<file path="src/rtl/cdb_arbiter_pkg.sv">
// Common data bus widths and the lane bundle shared by the
// arbiter, the ROB completion port and the RS wakeup logic.
package cdb_pkg;

  localparam int ROB_IDX_W = 5;
  localparam int TAG_W     = 6;
  localparam int DATA_W    = 64;

  typedef struct packed {
    logic                 rdy;
    logic [ROB_IDX_W-1:0] robidx;
    logic [TAG_W-1:0]     tag;
    logic [DATA_W-1:0]    data;
  } cdb_lane_t;

endpackage

</file>
<file path="src/rtl/cdb_arbiter_if.sv">
// FU completion requests on one side, the two registered
// CDB lanes towards the ROB and wakeup logic on the other.
interface cdb_arbiter_if
  import cdb_pkg::*;
#(
  parameter int NUM_FU = 4
) ();

  logic                        flush;
  logic [NUM_FU-1:0]           fu_req;
  logic [NUM_FU*ROB_IDX_W-1:0] fu_robidx;
  logic [NUM_FU*TAG_W-1:0]     fu_tag;
  logic [NUM_FU*DATA_W-1:0]    fu_data;
  logic [NUM_FU-1:0]           fu_grant;

  logic                        ex_cm_cdbA_rdy;
  logic                        ex_cm_cdbB_rdy;
  logic [ROB_IDX_W-1:0]        ex_cm_robAIdx;
  logic [ROB_IDX_W-1:0]        ex_cm_robBIdx;
  logic [TAG_W-1:0]            cdbA_tag;
  logic [TAG_W-1:0]            cdbB_tag;
  logic [DATA_W-1:0]           cdbA_data;
  logic [DATA_W-1:0]           cdbB_data;

  modport master (
    output flush, fu_req, fu_robidx, fu_tag, fu_data,
    input  fu_grant,
    input  ex_cm_cdbA_rdy, ex_cm_cdbB_rdy,
    input  ex_cm_robAIdx, ex_cm_robBIdx,
    input  cdbA_tag, cdbB_tag, cdbA_data, cdbB_data
  );

  modport slave (
    input  flush, fu_req, fu_robidx, fu_tag, fu_data,
    output fu_grant,
    output ex_cm_cdbA_rdy, ex_cm_cdbB_rdy,
    output ex_cm_robAIdx, ex_cm_robBIdx,
    output cdbA_tag, cdbB_tag, cdbA_data, cdbB_data
  );

endinterface

</file>
<file path="src/rtl/cdb_arbiter_rr_pick2.sv">
// Circular first-two-set finder: scans req starting at ptr
// and returns the first and second set bits as one-hots.
module rr_pick2 #(
  parameter int N  = 4,
  parameter int PW = $clog2(N)
) (
  input  logic [N-1:0]  req,
  input  logic [PW-1:0] ptr,
  output logic [N-1:0]  first,
  output logic [N-1:0]  second,
  output logic          first_vld,
  output logic          second_vld
);

  localparam logic [PW:0] NW = (PW+1)'(N);

  logic [PW:0]   sum;
  logic [PW-1:0] idx;

  always_comb begin
    first      = '0;
    second     = '0;
    first_vld  = 1'b0;
    second_vld = 1'b0;
    sum        = '0;
    idx        = '0;
    for (int k = 0; k < N; k++) begin
      sum = {1'b0, ptr} + k[PW:0];
      if (sum >= NW) sum = sum - NW;
      idx = sum[PW-1:0];
      if (req[idx]) begin
        if (!first_vld) begin
          first[idx] = 1'b1;
          first_vld  = 1'b1;
        end else if (!second_vld) begin
          second[idx] = 1'b1;
          second_vld  = 1'b1;
        end
      end
    end
  end

endmodule

</file>
<file path="src/rtl/cdb_arbiter.sv">
// Two-lane CDB arbiter: fixed-priority non-stallable FUs,
// round-robin stallable FUs, winners registered onto lanes A/B.
module cdb_arbiter
  import cdb_pkg::*;
#(
  parameter int                NUM_FU       = 4,
  parameter logic [NUM_FU-1:0] NOSTALL_MASK =
    {{(NUM_FU-1){1'b0}}, 1'b1}
) (
  input logic         clock,
  input logic         reset,
  cdb_arbiter_if.slave bus
);

  localparam int PW = $clog2(NUM_FU);

  logic [NUM_FU-1:0] ns0, ns1, st0, st1, a_oh, b_oh;
  logic              ns_v0, ns_v1, st_v0, st_v1;
  logic              a_vld, b_vld, go, st_use0, st_use1;
  logic [PW-1:0]     rr_ptr, rr_nxt, last;
  cdb_lane_t         lane_a, lane_b, pay_a, pay_b;

  function automatic logic [PW-1:0] enc(
    input logic [NUM_FU-1:0] oh
  );
    enc = '0;
    for (int i = 0; i < NUM_FU; i++)
      if (oh[i]) enc = i[PW-1:0];
  endfunction

  function automatic cdb_lane_t pick(
    input logic [NUM_FU-1:0]           oh,
    input logic [NUM_FU*ROB_IDX_W-1:0] idx,
    input logic [NUM_FU*TAG_W-1:0]     tag,
    input logic [NUM_FU*DATA_W-1:0]    data
  );
    pick = '0;
    for (int i = 0; i < NUM_FU; i++) begin
      if (oh[i]) begin
        pick.robidx = pick.robidx | idx[i*ROB_IDX_W +: ROB_IDX_W];
        pick.tag    = pick.tag | tag[i*TAG_W +: TAG_W];
        pick.data   = pick.data | data[i*DATA_W +: DATA_W];
      end
    end
    pick.rdy = |oh;
  endfunction

  rr_pick2 #(.N(NUM_FU), .PW(PW)) u_ns (
    .req        (bus.fu_req & NOSTALL_MASK),
    .ptr        ('0),
    .first      (ns0),
    .second     (ns1),
    .first_vld  (ns_v0),
    .second_vld (ns_v1)
  );

  rr_pick2 #(.N(NUM_FU), .PW(PW)) u_st (
    .req        (bus.fu_req & ~NOSTALL_MASK),
    .ptr        (rr_ptr),
    .first      (st0),
    .second     (st1),
    .first_vld  (st_v0),
    .second_vld (st_v1)
  );

  // Stallable winners only fill lanes left free by non-stallables.
  always_comb begin
    go      = reset & ~bus.flush;
    a_oh    = ns_v0 ? ns0 : st0;
    a_vld   = ns_v0 | st_v0;
    st_use0 = st_v0 & ~ns_v1;
    st_use1 = st_v1 & ~ns_v0;
    b_oh    = '0;
    b_vld   = 1'b0;
    unique case (1'b1)
      ns_v1: begin
        b_oh  = ns1;
        b_vld = 1'b1;
      end
      (ns_v0 & ~ns_v1): begin
        b_oh  = st0;
        b_vld = st_v0;
      end
      (~ns_v0): begin
        b_oh  = st1;
        b_vld = st_v1;
      end
      default: b_oh = '0;
    endcase
    last   = st_use1 ? enc(st1) : enc(st0);
    rr_nxt = (last == PW'(NUM_FU-1)) ? '0 : last + 1'b1;
    pay_a  = pick(a_oh, bus.fu_robidx, bus.fu_tag, bus.fu_data);
    pay_b  = pick(b_oh, bus.fu_robidx, bus.fu_tag, bus.fu_data);
  end

  assign bus.fu_grant = (a_oh | b_oh) & {NUM_FU{go}};

  always_ff @(posedge clock or negedge reset) begin
    if (!reset) begin
      lane_a <= '0;
      lane_b <= '0;
      rr_ptr <= '0;
    end else if (bus.flush) begin
      lane_a.rdy <= 1'b0;
      lane_b.rdy <= 1'b0;
      rr_ptr     <= '0;
    end else begin
      if (a_vld) lane_a <= pay_a;
      else       lane_a.rdy <= 1'b0;
      if (b_vld) lane_b <= pay_b;
      else       lane_b.rdy <= 1'b0;
      if (st_use0) rr_ptr <= rr_nxt;
    end
  end

  assign bus.ex_cm_cdbA_rdy = lane_a.rdy;
  assign bus.ex_cm_cdbB_rdy = lane_b.rdy;
  assign bus.ex_cm_robAIdx  = lane_a.robidx;
  assign bus.ex_cm_robBIdx  = lane_b.robidx;
  assign bus.cdbA_tag       = lane_a.tag;
  assign bus.cdbB_tag       = lane_b.tag;
  assign bus.cdbA_data      = lane_a.data;
  assign bus.cdbB_data      = lane_b.data;

endmodule

</file>
<file path="src/flat_wrapper.sv">
// flat-port wrapper written by rule: the top's interface ports become plain ports
module cdb_arbiter_flat import cdb_pkg::*;
#(
  parameter int                NUM_FU       = 4,
  parameter logic [NUM_FU-1:0] NOSTALL_MASK =
    {{(NUM_FU-1){1'b0}}, 1'b1}
)
  (clock, reset, bus_flush, bus_fu_req, bus_fu_robidx, bus_fu_tag, bus_fu_data, bus_fu_grant, bus_ex_cm_cdbA_rdy, bus_ex_cm_cdbB_rdy, bus_ex_cm_robAIdx, bus_ex_cm_robBIdx, bus_cdbA_tag, bus_cdbB_tag, bus_cdbA_data, bus_cdbB_data);
  cdb_arbiter_if #(.NUM_FU(NUM_FU)) bus_i ();
  input logic clock;
  input logic reset;
  input wire logic [$bits(bus_i.flush)-1:0] bus_flush;
  input wire logic [$bits(bus_i.fu_req)-1:0] bus_fu_req;
  input wire logic [$bits(bus_i.fu_robidx)-1:0] bus_fu_robidx;
  input wire logic [$bits(bus_i.fu_tag)-1:0] bus_fu_tag;
  input wire logic [$bits(bus_i.fu_data)-1:0] bus_fu_data;
  output wire logic [$bits(bus_i.fu_grant)-1:0] bus_fu_grant;
  output wire logic [$bits(bus_i.ex_cm_cdbA_rdy)-1:0] bus_ex_cm_cdbA_rdy;
  output wire logic [$bits(bus_i.ex_cm_cdbB_rdy)-1:0] bus_ex_cm_cdbB_rdy;
  output wire logic [$bits(bus_i.ex_cm_robAIdx)-1:0] bus_ex_cm_robAIdx;
  output wire logic [$bits(bus_i.ex_cm_robBIdx)-1:0] bus_ex_cm_robBIdx;
  output wire logic [$bits(bus_i.cdbA_tag)-1:0] bus_cdbA_tag;
  output wire logic [$bits(bus_i.cdbB_tag)-1:0] bus_cdbB_tag;
  output wire logic [$bits(bus_i.cdbA_data)-1:0] bus_cdbA_data;
  output wire logic [$bits(bus_i.cdbB_data)-1:0] bus_cdbB_data;
  assign bus_i.flush = bus_flush;
  assign bus_i.fu_req = bus_fu_req;
  assign bus_i.fu_robidx = bus_fu_robidx;
  assign bus_i.fu_tag = bus_fu_tag;
  assign bus_i.fu_data = bus_fu_data;
  assign bus_fu_grant = bus_i.fu_grant;
  assign bus_ex_cm_cdbA_rdy = bus_i.ex_cm_cdbA_rdy;
  assign bus_ex_cm_cdbB_rdy = bus_i.ex_cm_cdbB_rdy;
  assign bus_ex_cm_robAIdx = bus_i.ex_cm_robAIdx;
  assign bus_ex_cm_robBIdx = bus_i.ex_cm_robBIdx;
  assign bus_cdbA_tag = bus_i.cdbA_tag;
  assign bus_cdbB_tag = bus_i.cdbB_tag;
  assign bus_cdbA_data = bus_i.cdbA_data;
  assign bus_cdbB_data = bus_i.cdbB_data;
  cdb_arbiter #(.NUM_FU(NUM_FU), .NOSTALL_MASK(NOSTALL_MASK)) u_core (.clock(clock), .reset(reset), .bus(bus_i));
endmodule
</file>
<file path="config.mk">
export PLATFORM = sky130hd
export DESIGN_NAME = cdb_arbiter_flat
export DESIGN_NICKNAME = d
export VERILOG_FILES = /design/src/rtl/cdb_arbiter_pkg.sv /design/src/rtl/cdb_arbiter_if.sv /design/src/rtl/cdb_arbiter_rr_pick2.sv /design/src/rtl/cdb_arbiter.sv /design/src/flat_wrapper.sv
export SDC_FILE = /design/constraint.sdc
export NUM_CORES = 1
export LEC_CHECK = 0
export ABC_AREA = 1
export ABC_CLOCK_PERIOD_IN_PS = 3200
export BUFFER_PORTS_ARGS = -buffer_cell sky130_fd_sc_hd__buf_2
export CORE_AREA = 5 5 177 179
export DETAILED_ROUTE_END_ITERATION = 16
export DIE_AREA = 0 0 182 184
export PLACE_DENSITY = 0.7
export SLEW_MARGIN = 0
export SYNTH_ARGS = -nofsm -noshare
export SYNTH_HDL_FRONTEND = slang
export SYNTH_SLANG_ARGS = --single-unit
</file>
<file path="constraint.sdc">
create_clock -name clock -period 3.2 [get_ports clock]
set_clock_uncertainty 0.15 [all_clocks]
set_input_delay 0.16 -clock clock [delete_from_list [all_inputs] [get_ports clock]]
set_output_delay 0.16 -clock clock [all_outputs]
set_load 0.01 [all_outputs]
</file>
==> flow_metrics.env <==
export IMPL_drcViolationCount=0
export IMPL_finalCoreUtilization=0.6118
export IMPL_startpoint="u_core.rr_ptr[0]"
export IMPL_netlist_area_mm2=0.01101
export IMPL_grt_pass1_vias=16048
export IMPL_nFillCells=2493
export IMPL_area_delta_synth_final_pct=63.31
export IMPL_ant_nets=0
export IMPL_core_area_mm2=0.02940
export IMPL_cp_max_fo=10
export IMPL_clockRootBuffer="clkbuf_16"
export IMPL_nets=2864
export IMPL_drtIter0Drc=1806
export IMPL_status="completed"
export IMPL_timing_rr_end="u_core.bus.cdbA_data[31]"
export IMPL_drv_slew=0
export IMPL_first_pass_iters=6
export IMPL_critical_path_required_ns=3.42
export IMPL_overflow=0
export IMPL_htreeDepth=4
export IMPL_post_route_min_period_ns=3.048
export IMPL_finalHoldViolCount=0
export IMPL_drv_cap=0
export IMPL_vias=16216
export IMPL_ys_types=24
export IMPL_setup_viol=0
export IMPL_ys_warn_count=0
export IMPL_finalPower_mw=16.78
export IMPL_p_per_area_mw_per_mm2=932.7
export IMPL_reg2reg_from="u_core.rr_ptr[0]"
export IMPL_rsz0062_at_grt="no"
export IMPL_critPathCaptureType="flip-flop"
export IMPL_die_width_um=182
export IMPL_synth_nets=2126
export IMPL_antenna_found_initial=2
export IMPL_dpl_hpwl_mm=34.00
export IMPL_crit_type="reg -> reg"
export IMPL_r2r_setup_slack_ns=0.15
export IMPL_ys_seq_elements=154
export IMPL_seq_area_frac_synth=0.3499
export IMPL_grt_max_degree=94
export IMPL_cts_tree="built"
export IMPL_cts_sinks=154
export IMPL_clock_latency_ns=0.44
export IMPL_track_usage=0.3290
export IMPL_timing_fmax_ghz=0.3281
export IMPL_crit_end="u_core.bus.cdbA_data[31]"
export IMPL_numCtsBuffers=17
export IMPL_initial_utilization=0.3746
export IMPL_clkTransAtPathRegs_ns=0.08
export IMPL_reg2reg_depth=17
export IMPL_tightest_slew_ns=0.7542
export IMPL_wl_per_cell_um=20.37
export IMPL_final_cells=2956
export IMPL_drt_wl_total_mm=60.22
export IMPL_avgSynthCellArea_um2=6.072
export IMPL_period_share=0.9525
export IMPL_design_die_area_mm2=0.03349
export IMPL_slew_headroom=0.4972
export IMPL_critPathLaunchType="flip-flop"
export IMPL_fp_dieH_um=184
export IMPL_clockBufferDepth=2
export IMPL_via_per_inst=5.486
export IMPL_io_pins=463
export IMPL_worstPathArrival_ns=3.27
export IMPL_place_congestion=0.9815
export IMPL_dp_cells=2581
export IMPL_p_leak_nw=8.978
export IMPL_grt_pass1_wl_mm=87.79
export IMPL_drive_above_1_share=0.2395
export IMPL_portBuffers=462
export IMPL_ir_worst_vdd_mv=0.4995
export IMPL_netlist_instances=1814
export IMPL_rows=63
export IMPL_hold_class="in -> reg"
export IMPL_finalSetupTns_ns=0
-- area by class of cell --
| type | count | area, um2 | area share |
|---|---|---|---|
| Inverter | 25 | 96.34 | 0.005356 |
| Timing Repair Buffer | 841 | 6487 | 0.3607 |
| Antenna cell | 2 | 5.005 | 0.0002782 |
| Clock inverter | 11 | 123.9 | 0.006886 |
| Multi-Input combinational cell | 1513 | 6484 | 0.3605 |
| Sequential cell | 154 | 3856 | 0.2144 |
| Tap cell | 390 | 488.0 | 0.02713 |
| Clock buffer | 20 | 446.7 | 0.02483 |
-- stage by stage --
stage          setup WS [ns]  instance area (um2)  hold slack (ns)
2_1_floorplan         0.4956                11010          -0.2856
3_3_place_gp          0.2465                13760          -0.1613
3_5_place_dp          0.1096                13760          -0.1610
4_1_cts              0.03053                17620        0.0002449
5_1_grt              0.01691                17980          0.04603
6_report              0.1521                17990          0.01931
-- power breakdown --
group / total (mW) / internal, mW / switching [mW]
logic: 11.2 / 4.19 / 7.02
clock network: 2.10 / 1.17 / 0.931
registers: 3.47 / 2.93 / 0.539
total: 16.8 / 8.29 / 8.49
-- layer usage --
| layer | routed length, um | up-vias | global-route usage | part of all wire |
|---|---|---|---|---|
| met5 | 11 | - | 0 | 0.00018 |
| met2 | 27730 | 1365 | 0.5434 | 0.46 |
| li1 | - | 7236 | - | - |
| met4 | 3791 | 2 | 0.2005 | 0.063 |
| met3 | 7177 | 347 | 0.08884 | 0.12 |
| met1 | 21510 | 7266 | 0.3820 | 0.36 |
-- cell families (layout without fill, tap and decap cells) --
logic type | count (synthesis) | count (layout) | synth area share
other cells | 0 | 2 | 0
fa+ha+maj | 5 | 5 | 0.005680
simple gates | 1491 | 1491 | 0.5639
flops | 154 | 154 | 0.3499
buf+inv | 147 | 897 | 0.07054
compound gates | 17 | 17 | 0.009997
-- Yosys cell counts --
cell type,count,area share
buf_4,29,0.020
inv_2,7,0.0024
dfrtp_1,154,0.35
o22ai_2,1,0.0011
buf_6,6,0.0061
nand3_2,6,0.0055
a21oi_1,6,0.0027
nor2_2,4,0.0023
clkinv_1,1,0.00034
buf_2,57,0.026
inv_1,17,0.0058
a31oi_1,3,0.0017
nor2_1,479,0.16
nand2_4,4,0.0041
nor2_4,3,0.0031
o21ai_4,1,0.0015
buf_1,3,0.0010
clkbuf_1,27,0.0092
nand2_2,10,0.0057
ha_1,5,0.0057
o21ai_0,5,0.0023
nand2_1,594,0.20
o21bai_1,1,0.00068
nand3_1,391,0.18
-- worst min path at each step --
| stage | to | start | slack [ns] | cells past startpoint |
|---|---|---|---|---|
| final | u_core.bus.cdbB_data[30] | bus_fu_data[30] | 0.02 | 5 |
| after global routing | u_core.bus.cdbB_data[30] | bus_fu_data[30] | 0.05 | 5 |
| after CTS | u_core.bus.cdbB_data[30] | bus_fu_data[30] | 0.0002 | 5 |
| after detailed placement | u_core.bus.cdbB_data[54] | reset | -0.16 | 1 |
| after global placement | u_core.bus.cdbB_data[54] | reset | -0.16 | 1 |
| after floorplan | u_core.bus.cdbA_data[0] | reset | -0.29 | 0 |
-- worst max-delay path, cell delays in order (launching register included) --
cell,delay [ns]
dfrtp_2,0.43
inv_4,0.11
ha_4,0.23
inv_1,0.08
nand2_1,0.09
nand2_4,0.13
nand2_4,0.10
nor2_4,0.16
nand2_1,0.10
nor2_2,0.15
nor2_4,0.07
nor2_4,0.13
buf_12,0.17
nand2_1,0.07
nand3_1,0.09
dlygate4sd3_1,0.56
nor2_1,0.05
nor2_1,0.08
-- repair_timing --
action                     CTS  global route
cloned                       6             8
setup endpoints to repair    4             6
setup buffers                5            19
hold endpoints to repair   307             0
hold buffers               304             0
gates resized for setup      7             9
pin swaps                    2             2
-- layout by cell type (no fill, tap or decap), types with 16 or more instances in the layout --
cell / instances
nand3_1: 389
dlygate4sd3_1: 304
dfrtp_1: 152
inv_1: 16
buf_12: 21
nor2_1: 476
clkbuf_16: 24
buf_2: 461
nand2_1: 592
buf_4: 38
-- state kept, by name (all words and copies together), names as in the netlist --
register                   cells
u_core.bus.cdbA_data          64
u_core.bus.cdbA_tag            6
u_core.bus.cdbB_data          64
u_core.bus.cdbB_tag            6
u_core.bus.ex_cm_cdbA_rdy      1
u_core.bus.ex_cm_cdbB_rdy      1
u_core.bus.ex_cm_robAIdx       5
u_core.bus.ex_cm_robBIdx       5
u_core.rr_ptr                  2
No activity file was read; power rests on OpenSTA's default activity.
